File: config.mk
export PLATFORM = sky130hd
export DESIGN_NAME = ddr_cmd_scheduler
export DESIGN_NICKNAME = d
export VERILOG_FILES = /design/src/rtl/ddr_cmd_scheduler.sv
export SDC_FILE = /design/constraint.sdc
export NUM_CORES = 1
export LEC_CHECK = 0
export CAP_MARGIN = 20
export CORE_MARGIN = 4
export CORE_UTILIZATION = 49
export CTS_BUF_LIST = sky130_fd_sc_hd__clkbuf_2 sky130_fd_sc_hd__clkbuf_4 sky130_fd_sc_hd__clkbuf_8
export DETAILED_ROUTE_END_ITERATION = 12
export PLACE_DENSITY = 0.84
export SYNTH_ARGS = -nofsm -noshare
export SYNTH_HDL_FRONTEND = slang
export SYNTH_SLANG_ARGS = --single-unit
File: constraint.sdc
create_clock -name clk -period 6.39 [get_ports clk]
set_input_delay 1.278 -clock clk [delete_from_list [all_inputs] [get_ports clk]]
set_output_delay 1.278 -clock clk [all_outputs]
set_load 0.005 [all_outputs]
File: src/rtl/ddr_cmd_scheduler.sv
// rtl/ddr_cmd_scheduler.sv - round-robin read-request scheduler feeding a datamover MM2S command port
//
// Purpose:
//   Arbitrates NUM_REQ read requesters onto one datamover command stream.
//   Each accepted request is split into commands of at most CHUNK bytes.
//   No more than MAX_OUT commands may be outstanding at once. A route FIFO
//   holds the requester id of every outstanding command, so the MM2S data
//   stream can be steered back to its owner.
//
// Ports:
//   clk         core clock; all logic on its rising edge
//   rst         asynchronous active-low reset
//   req_valid   per-requester request valid
//   req_ready   per-requester accept strobe, one-hot or zero
//   req_addr    packed 32-bit byte start addresses, requester i at [32i+31:32i]
//   req_size    packed 32-bit byte counts, same packing
//   cmd_tdata   72-bit datamover command word
//   cmd_tvalid  command valid
//   cmd_tready  command ready
//   mon_tvalid  tap of the MM2S data stream tvalid
//   mon_tready  tap of the MM2S data stream tready
//   mon_tlast   tap of the MM2S data stream tlast
//   route_id    owner of the data currently streaming
//   route_valid route_id meaningful (at least one command outstanding)
//   busy        issuing commands or commands still outstanding

module ddr_cmd_scheduler #(
  parameter int NUM_REQ = 2,
  parameter int CHUNK   = 4096,
  parameter int MAX_OUT = 4,
  localparam int IW     = (NUM_REQ > 1) ? $clog2(NUM_REQ) : 1
) (
  input  logic                 clk,
  input  logic                 rst,
  input  logic [NUM_REQ-1:0]   req_valid,
  output logic [NUM_REQ-1:0]   req_ready,
  input  logic [NUM_REQ*32-1:0] req_addr,
  input  logic [NUM_REQ*32-1:0] req_size,
  output logic [71:0]          cmd_tdata,
  output logic                 cmd_tvalid,
  input  logic                 cmd_tready,
  input  logic                 mon_tvalid,
  input  logic                 mon_tready,
  input  logic                 mon_tlast,
  output logic [IW-1:0]        route_id,
  output logic                 route_valid,
  output logic                 busy
);

  localparam int PW    = (MAX_OUT > 1) ? $clog2(MAX_OUT) : 1;
  localparam int CW    = $clog2(MAX_OUT) + 1;
  localparam int DEPTH = 1 << PW;
  localparam logic [CW-1:0] MAX_OUT_C = CW'(MAX_OUT);
  localparam logic [31:0]   CHUNK_C   = 32'(CHUNK);
  localparam logic [IW-1:0] LAST_IDX  = IW'(NUM_REQ - 1);

  typedef enum logic {
    ST_IDLE  = 1'b0,
    ST_ISSUE = 1'b1
  } state_t;

  state_t          r_state;
  state_t          w_state_nxt;

  logic [IW-1:0]   r_rr_ptr;
  logic [IW-1:0]   r_id;
  logic [31:0]     r_addr;
  logic [31:0]     r_rem;
  logic [CW-1:0]   r_count;
  logic [PW-1:0]   r_wr_ptr;
  logic [PW-1:0]   r_rd_ptr;
  logic [IW-1:0]   r_fifo [DEPTH];

  logic [IW-1:0]   w_win;
  logic            w_win_vld;
  logic [IW-1:0]   w_rr_nxt;
  logic            w_grant;
  logic [31:0]     w_gr_addr;
  logic [31:0]     w_gr_size;
  logic [31:0]     w_chunk;
  logic            w_last_chunk;
  logic            w_cmd_hs;
  logic            w_push;
  logic            w_pop;

  // Round-robin search: scan from r_rr_ptr upward with wrap. Walking the
  // offsets from highest to lowest and overwriting leaves the closest
  // valid requester as the winner.
  always_comb begin
    int            idx;
    logic [IW-1:0] sel;
    idx       = 0;
    sel       = '0;
    w_win     = '0;
    w_win_vld = 1'b0;
    for (int k = NUM_REQ - 1; k >= 0; k--) begin
      idx = int'(r_rr_ptr) + k;
      if (idx >= NUM_REQ) begin
        idx = idx - NUM_REQ;
      end
      sel = IW'(idx);
      if (req_valid[sel]) begin
        w_win     = sel;
        w_win_vld = 1'b1;
      end
    end
  end

  assign w_rr_nxt  = (w_win == LAST_IDX) ? '0 : w_win + IW'(1);
  assign w_gr_addr = req_addr[{w_win, 5'd0} +: 32];
  assign w_gr_size = req_size[{w_win, 5'd0} +: 32];

  // Grants only in IDLE. The rst term keeps req_ready low while reset is
  // held, even though req_ready is combinational from req_valid.
  assign w_grant = rst && (r_state == ST_IDLE) && w_win_vld;

  always_comb begin
    req_ready = '0;
    if (w_grant) begin
      req_ready[w_win] = 1'b1;
    end
  end

  assign w_chunk      = (r_rem < CHUNK_C) ? r_rem : CHUNK_C;
  assign w_last_chunk = (r_rem == w_chunk);

  // The command word is built only from registers. It therefore holds
  // steady under back-pressure, and it is forced to zero when not valid.
  assign cmd_tvalid = (r_state == ST_ISSUE) && (r_count < MAX_OUT_C);
  assign cmd_tdata  = cmd_tvalid ?
                      {8'h00, r_addr, 1'b0, 1'b1, 2'b00, 4'(r_id), 1'b1, w_chunk[22:0]} :
                      72'd0;

  assign w_cmd_hs = cmd_tvalid && cmd_tready;
  assign w_push   = w_cmd_hs;
  // A final beat with nothing outstanding is stray and must not underflow.
  assign w_pop    = mon_tvalid && mon_tready && mon_tlast && (r_count != '0);

  always_comb begin
    w_state_nxt = r_state;
    case (r_state)
      ST_IDLE: begin
        if (w_grant && (w_gr_size != 32'd0)) begin
          w_state_nxt = ST_ISSUE;
        end
      end
      ST_ISSUE: begin
        if (w_cmd_hs && w_last_chunk) begin
          w_state_nxt = ST_IDLE;
        end
      end
      default: w_state_nxt = ST_IDLE;
    endcase
  end

  always_ff @(posedge clk or negedge rst) begin
    if (!rst) begin
      r_state <= ST_IDLE;
    end else begin
      r_state <= w_state_nxt;
    end
  end

  always_ff @(posedge clk or negedge rst) begin
    if (!rst) begin
      r_rr_ptr <= '0;
      r_id     <= '0;
      r_addr   <= '0;
      r_rem    <= '0;
    end else if (w_grant) begin
      r_rr_ptr <= w_rr_nxt;
      r_id     <= w_win;
      r_addr   <= w_gr_addr;
      r_rem    <= w_gr_size;
    end else if (w_cmd_hs) begin
      r_addr   <= r_addr + w_chunk;
      r_rem    <= r_rem - w_chunk;
    end
  end

  // Route FIFO pointers and occupancy. cmd_tvalid is low when the FIFO is
  // full, so a push can never overflow it.
  always_ff @(posedge clk or negedge rst) begin
    if (!rst) begin
      r_wr_ptr <= '0;
      r_rd_ptr <= '0;
      r_count  <= '0;
    end else begin
      if (w_push) begin
        r_wr_ptr <= r_wr_ptr + PW'(1);
      end
      if (w_pop) begin
        r_rd_ptr <= r_rd_ptr + PW'(1);
      end
      case ({w_push, w_pop})
        2'b10:   r_count <= r_count + CW'(1);
        2'b01:   r_count <= r_count - CW'(1);
        default: r_count <= r_count;
      endcase
    end
  end

  // FIFO storage needs no reset: entries are only read while r_count != 0.
  always_ff @(posedge clk) begin
    if (w_push) begin
      r_fifo[r_wr_ptr] <= r_id;
    end
  end

  assign route_valid = (r_count != '0);
  assign route_id    = route_valid ? r_fifo[r_rd_ptr] : '0;
  assign busy        = (r_state != ST_IDLE) || route_valid;

endmodule

==> run_results.csv <==
group,metric,value,unit
routing,routed_wl,20060,um
power,p_leak,3.810,nW
logic_synthesis,synth_cell_types,61,
final_layout,fillers,1187,
setup_path,path_max_fanout,14,
final_layout,drive_gt1_frac,0.03959,
timing,worstMarginPinSlew,1066,ps
routing,drt-vias-per-instance,5.607,
setup_path,cp_cell_sequence,"or4_4, nor4b_4, nand2_1, nor3_2, and2_1, ha_1, inv_1, fa_1, nand2b_1, a21o_1, a211oi_1, o211ai_1, a211oi_1, o22ai_1, xnor2_1, a221o_1",
min_path,hold_start,"r_rd_ptr[1]$_DFFE_PN0P_",
logic_synthesis,netlist.area_leader.share,0.2725,
timing,relSlewSlack,0.2893,
die,core,13400,sq um
die,std_cell_rows,42,
logic_synthesis,synth_seq_cells,78,
min_path,holdPathStages,1,
logic_synthesis,synth.most_common_cell,"nand2_1",
logic_synthesis,synth_flop_cell,"dfrtp_1",
status,status,"finished clean",
clock_tree,cts_resized,0,
final_layout,area_growth,32.35,%
timing,tns,0,ps
logic_synthesis,synth-async-reset-ratio,0.9487,
global_route,gr-usage-met3,0.03641,
logic_synthesis,syn-cell-area,6797,sq um
clock_tree,post_cts_buffers,0,
global_route,antenna_found_initial,0,
clock_tree,cts_tree,"built",
setup_path,crit_type,"flop to flop",
die,pin_count,214,
placed_design,place_ws,1327,ps
setup_path,startpoint_type,"flop",
global_route,grtUsageMet2,0.4154,
global_route,grt-busiest-layer,"met2",
logic_synthesis,netlist_instances,878,
final_layout,diodes,0,
placed_design,port_buffers,189,
timing,fin_crit_sh,0.7983,
global_route,met1_usage,0.3272,
setup_path,critPathSlowestCell,"or4_4",
clock_tree,hold_buffers,0,
die,die_w,125.8,um
clock_tree,cts_buffers,9,
min_path,holdPathEnd,"r_rd_ptr[1]$_DFFE_PN0P_",
die,dieArea,15820,sq um
setup_path,worst_path_largest_cell_delay,610,ps
logic_synthesis,synth_top_area_cell,"dfrtp_1",
timing,setup_slack,1289,ps
logic_synthesis,yosys_warnings,0,
timing,hold_violations,0,
clock_tree,cts.sinks,78,
min_path,min_path_type,"flop to flop",
routing,first_iter_violations,605,
power,peakVddDrop,135.4,uV
logic_synthesis,netlist_top_cells_count,"144 x nand2_1, 74 x dfrtp_1, 65 x a21oi_1",
routing,drc,0,
global_route,grtUsageTotal,0.2462,
logic_synthesis,yosys-top-cells-area,"dfrtp_1 27%, nand2_1 8.0%, ha_1 6.8%, a21oi_1 4.8%, and2_1 4.4%",
logic_synthesis,synth.yosys.seq_area_share,0.2901,
timing,rsz0062_at_grt,"false",
die,start_util,0.5072,
final_layout,nets,1231,
setup_path,rr_worst_depth,16,
placed_design,gp_congestion,0.9588,
routing,drtPass1Iterations,5,
setup_path,cp_data_required_time,6640,ps
clock_tree,root_buffer,"clkbuf_8",
timing,fin_crit,5101,ps
logic_synthesis,avgSynthCellArea,7.741,sq um
timing,setup_violations,0,
logic_synthesis,synth_edf_count,4,
setup_path,r2r-end,"r_addr[28]$_DFFE_PN0P_",
global_route,grt_pass1_wl,32780,um
timing,fmax,0.1960,GHz
setup_path,r2r_setup_slack,1290,ps
clock_tree,cts_max_path_buffers,2,
setup_path,arrival,5350,ps
die,die_h,125.8,um
clock_tree,clk_pin_slew,90,ps
clock_tree,cts-htree-levels,3,
routing,wire_per_inst,16.21,um
setup_path,timing.rr.start,"r_rem[18]$_DFFE_PN0P_",
flow_run,drv_cap,0,
setup_path,cp_common_cell,"a211oi_1",
placed_design,dpl.hpwl,15330,um
global_route,grt_pass1_vias,6748,
global_route,grt_max_degree,76,
timing,skew,11.06,ps
routing,num_vias,6936,
routing,ant_nets,0,
clock_tree,clock_latency,360,ps
timing,report.final.slew_viol_count,0,
global_route,overflow,0,
setup_path,end_kind,"flop",
power,p_per_area,357.2,nW/um^2
-- where the power goes --
part           switching (W)  leakage (nW)  internal (W)
combinational       0.000928          2.78      0.000894
sequential          0.000257         0.922      0.000733
clock               0.000191         0.106      0.000210
total                0.00138          3.81       0.00184
-- final cells by class --
type | instances | area (sq um) | share of cell area
clock buffer | 13 | 166.4 | 0.01850
clock inverter | 3 | 42.54 | 0.004729
inverter | 18 | 67.56 | 0.007511
multi-input combinational | 750 | 4562 | 0.5072
sequential | 78 | 1972 | 0.2192
tap | 176 | 220.2 | 0.02448
timing repair buffer | 199 | 1964 | 0.2184
-- sequential cells by signal (all words and copies together), names as in the netlist --
signal / cells
r_rem: 32
r_addr: 32
r_id: 1
r_count: 3
r_wr_ptr: 2
r_rr_ptr: 1
r_rd_ptr: 2
r_fifo: 4
r_state: 1
-- through the flow --
stage	std cells	util	power (W)	hold slack, ps	cell area (sq um)
floorplan	919	-	0.002147	452.8	6950
global placement	1221	0.6556	0.002740	476.5	8786
detailed placement	1221	0.6556	0.002779	479.1	8786
CTS	1237	0.6712	0.003183	493.0	8995
global route	1237	0.6712	0.003484	538.6	8995
finish	1237	0.6712	0.003213	489.2	8995
-- per-layer routing --
metal  up-vias  share of wire  wire length (um)
li1       3422              -                 -
met5         -              0                 0
met1      3242           0.44              8822
met4         0          0.018               371
met3        30          0.060              1198
met2       242           0.48              9663
-- worst max path at each step --
| stage | from | endpoint | slack (ps) | cells past startpoint |
|---|---|---|---|---|
| finish | r_rem[18]$_DFFE_PN0P_ | r_addr[28]$_DFFE_PN0P_ | 1290 | 16 |
| global route | r_rem[18]$_DFFE_PN0P_ | r_addr[28]$_DFFE_PN0P_ | 940 | 16 |
| CTS | r_rem[18]$_DFFE_PN0P_ | r_addr[28]$_DFFE_PN0P_ | 1330 | 16 |
| detailed placement | r_rem[18]$_DFFE_PN0P_ | r_addr[28]$_DFFE_PN0P_ | 1330 | 16 |
| global placement | r_rem[18]$_DFFE_PN0P_ | r_addr[28]$_DFFE_PN0P_ | 1480 | 16 |
| floorplan | r_rem[18]$_DFFE_PN0P_ | r_addr[28]$_DFFE_PN0P_ | 1910 | 18 |
-- worst max-delay path, delay by kind of cell, from the launching register on --
kind                       cells  cell delay [ps]
buffers and inverters          1               60
AOI/OAI and AO/OA              6             1730
adders and majority gates      2              570
and+or+nand+nor                6             2080
xor gates and xnor gates       1              140
DFF                            1              410
-- kinds of logic after synthesis --
family,Yosys count,synth area share
buffers and inverters,91,0.06572
other,2,0.001105
xor gates and xnor gates,45,0.05799
and+or+nand+nor,368,0.2658
AOI/OAI and AO/OA,234,0.2124
muxes,21,0.03277
DFF,78,0.2901
adders and majority gates,39,0.07401
-- cell usage in the layout, fill, tap and decap left out, types with 3 or more instances in the layout --
| cell | n |
|---|---|
| o21a_1 | 5 |
| a21oi_1 | 65 |
| o22ai_1 | 6 |
| nand4_1 | 7 |
| o21ai_0 | 57 |
| ha_1 | 37 |
| o21bai_1 | 5 |
| a21o_1 | 10 |
| and3_1 | 21 |
| a211o_1 | 3 |
| nor4_1 | 21 |
| conb_1 | 43 |
| a211oi_1 | 19 |
| nand2_1 | 144 |
| edfxtp_1 | 4 |
| clkdlybuf4s50_1 | 188 |
| a221o_1 | 3 |
| clkbuf_8 | 11 |
| nand3_1 | 19 |
| a31oi_1 | 29 |
| nand2b_1 | 6 |
| nor3_1 | 15 |
| buf_4 | 11 |
| xor2_1 | 24 |
| dfrtp_1 | 74 |
| and2_1 | 48 |
| o211ai_1 | 11 |
| mux2i_1 | 20 |
| o2111ai_1 | 3 |
| xnor2_1 | 21 |
| nor2_1 | 62 |
| inv_1 | 18 |
| nor3b_1 | 3 |
Power figures use the tool's default switching activity.
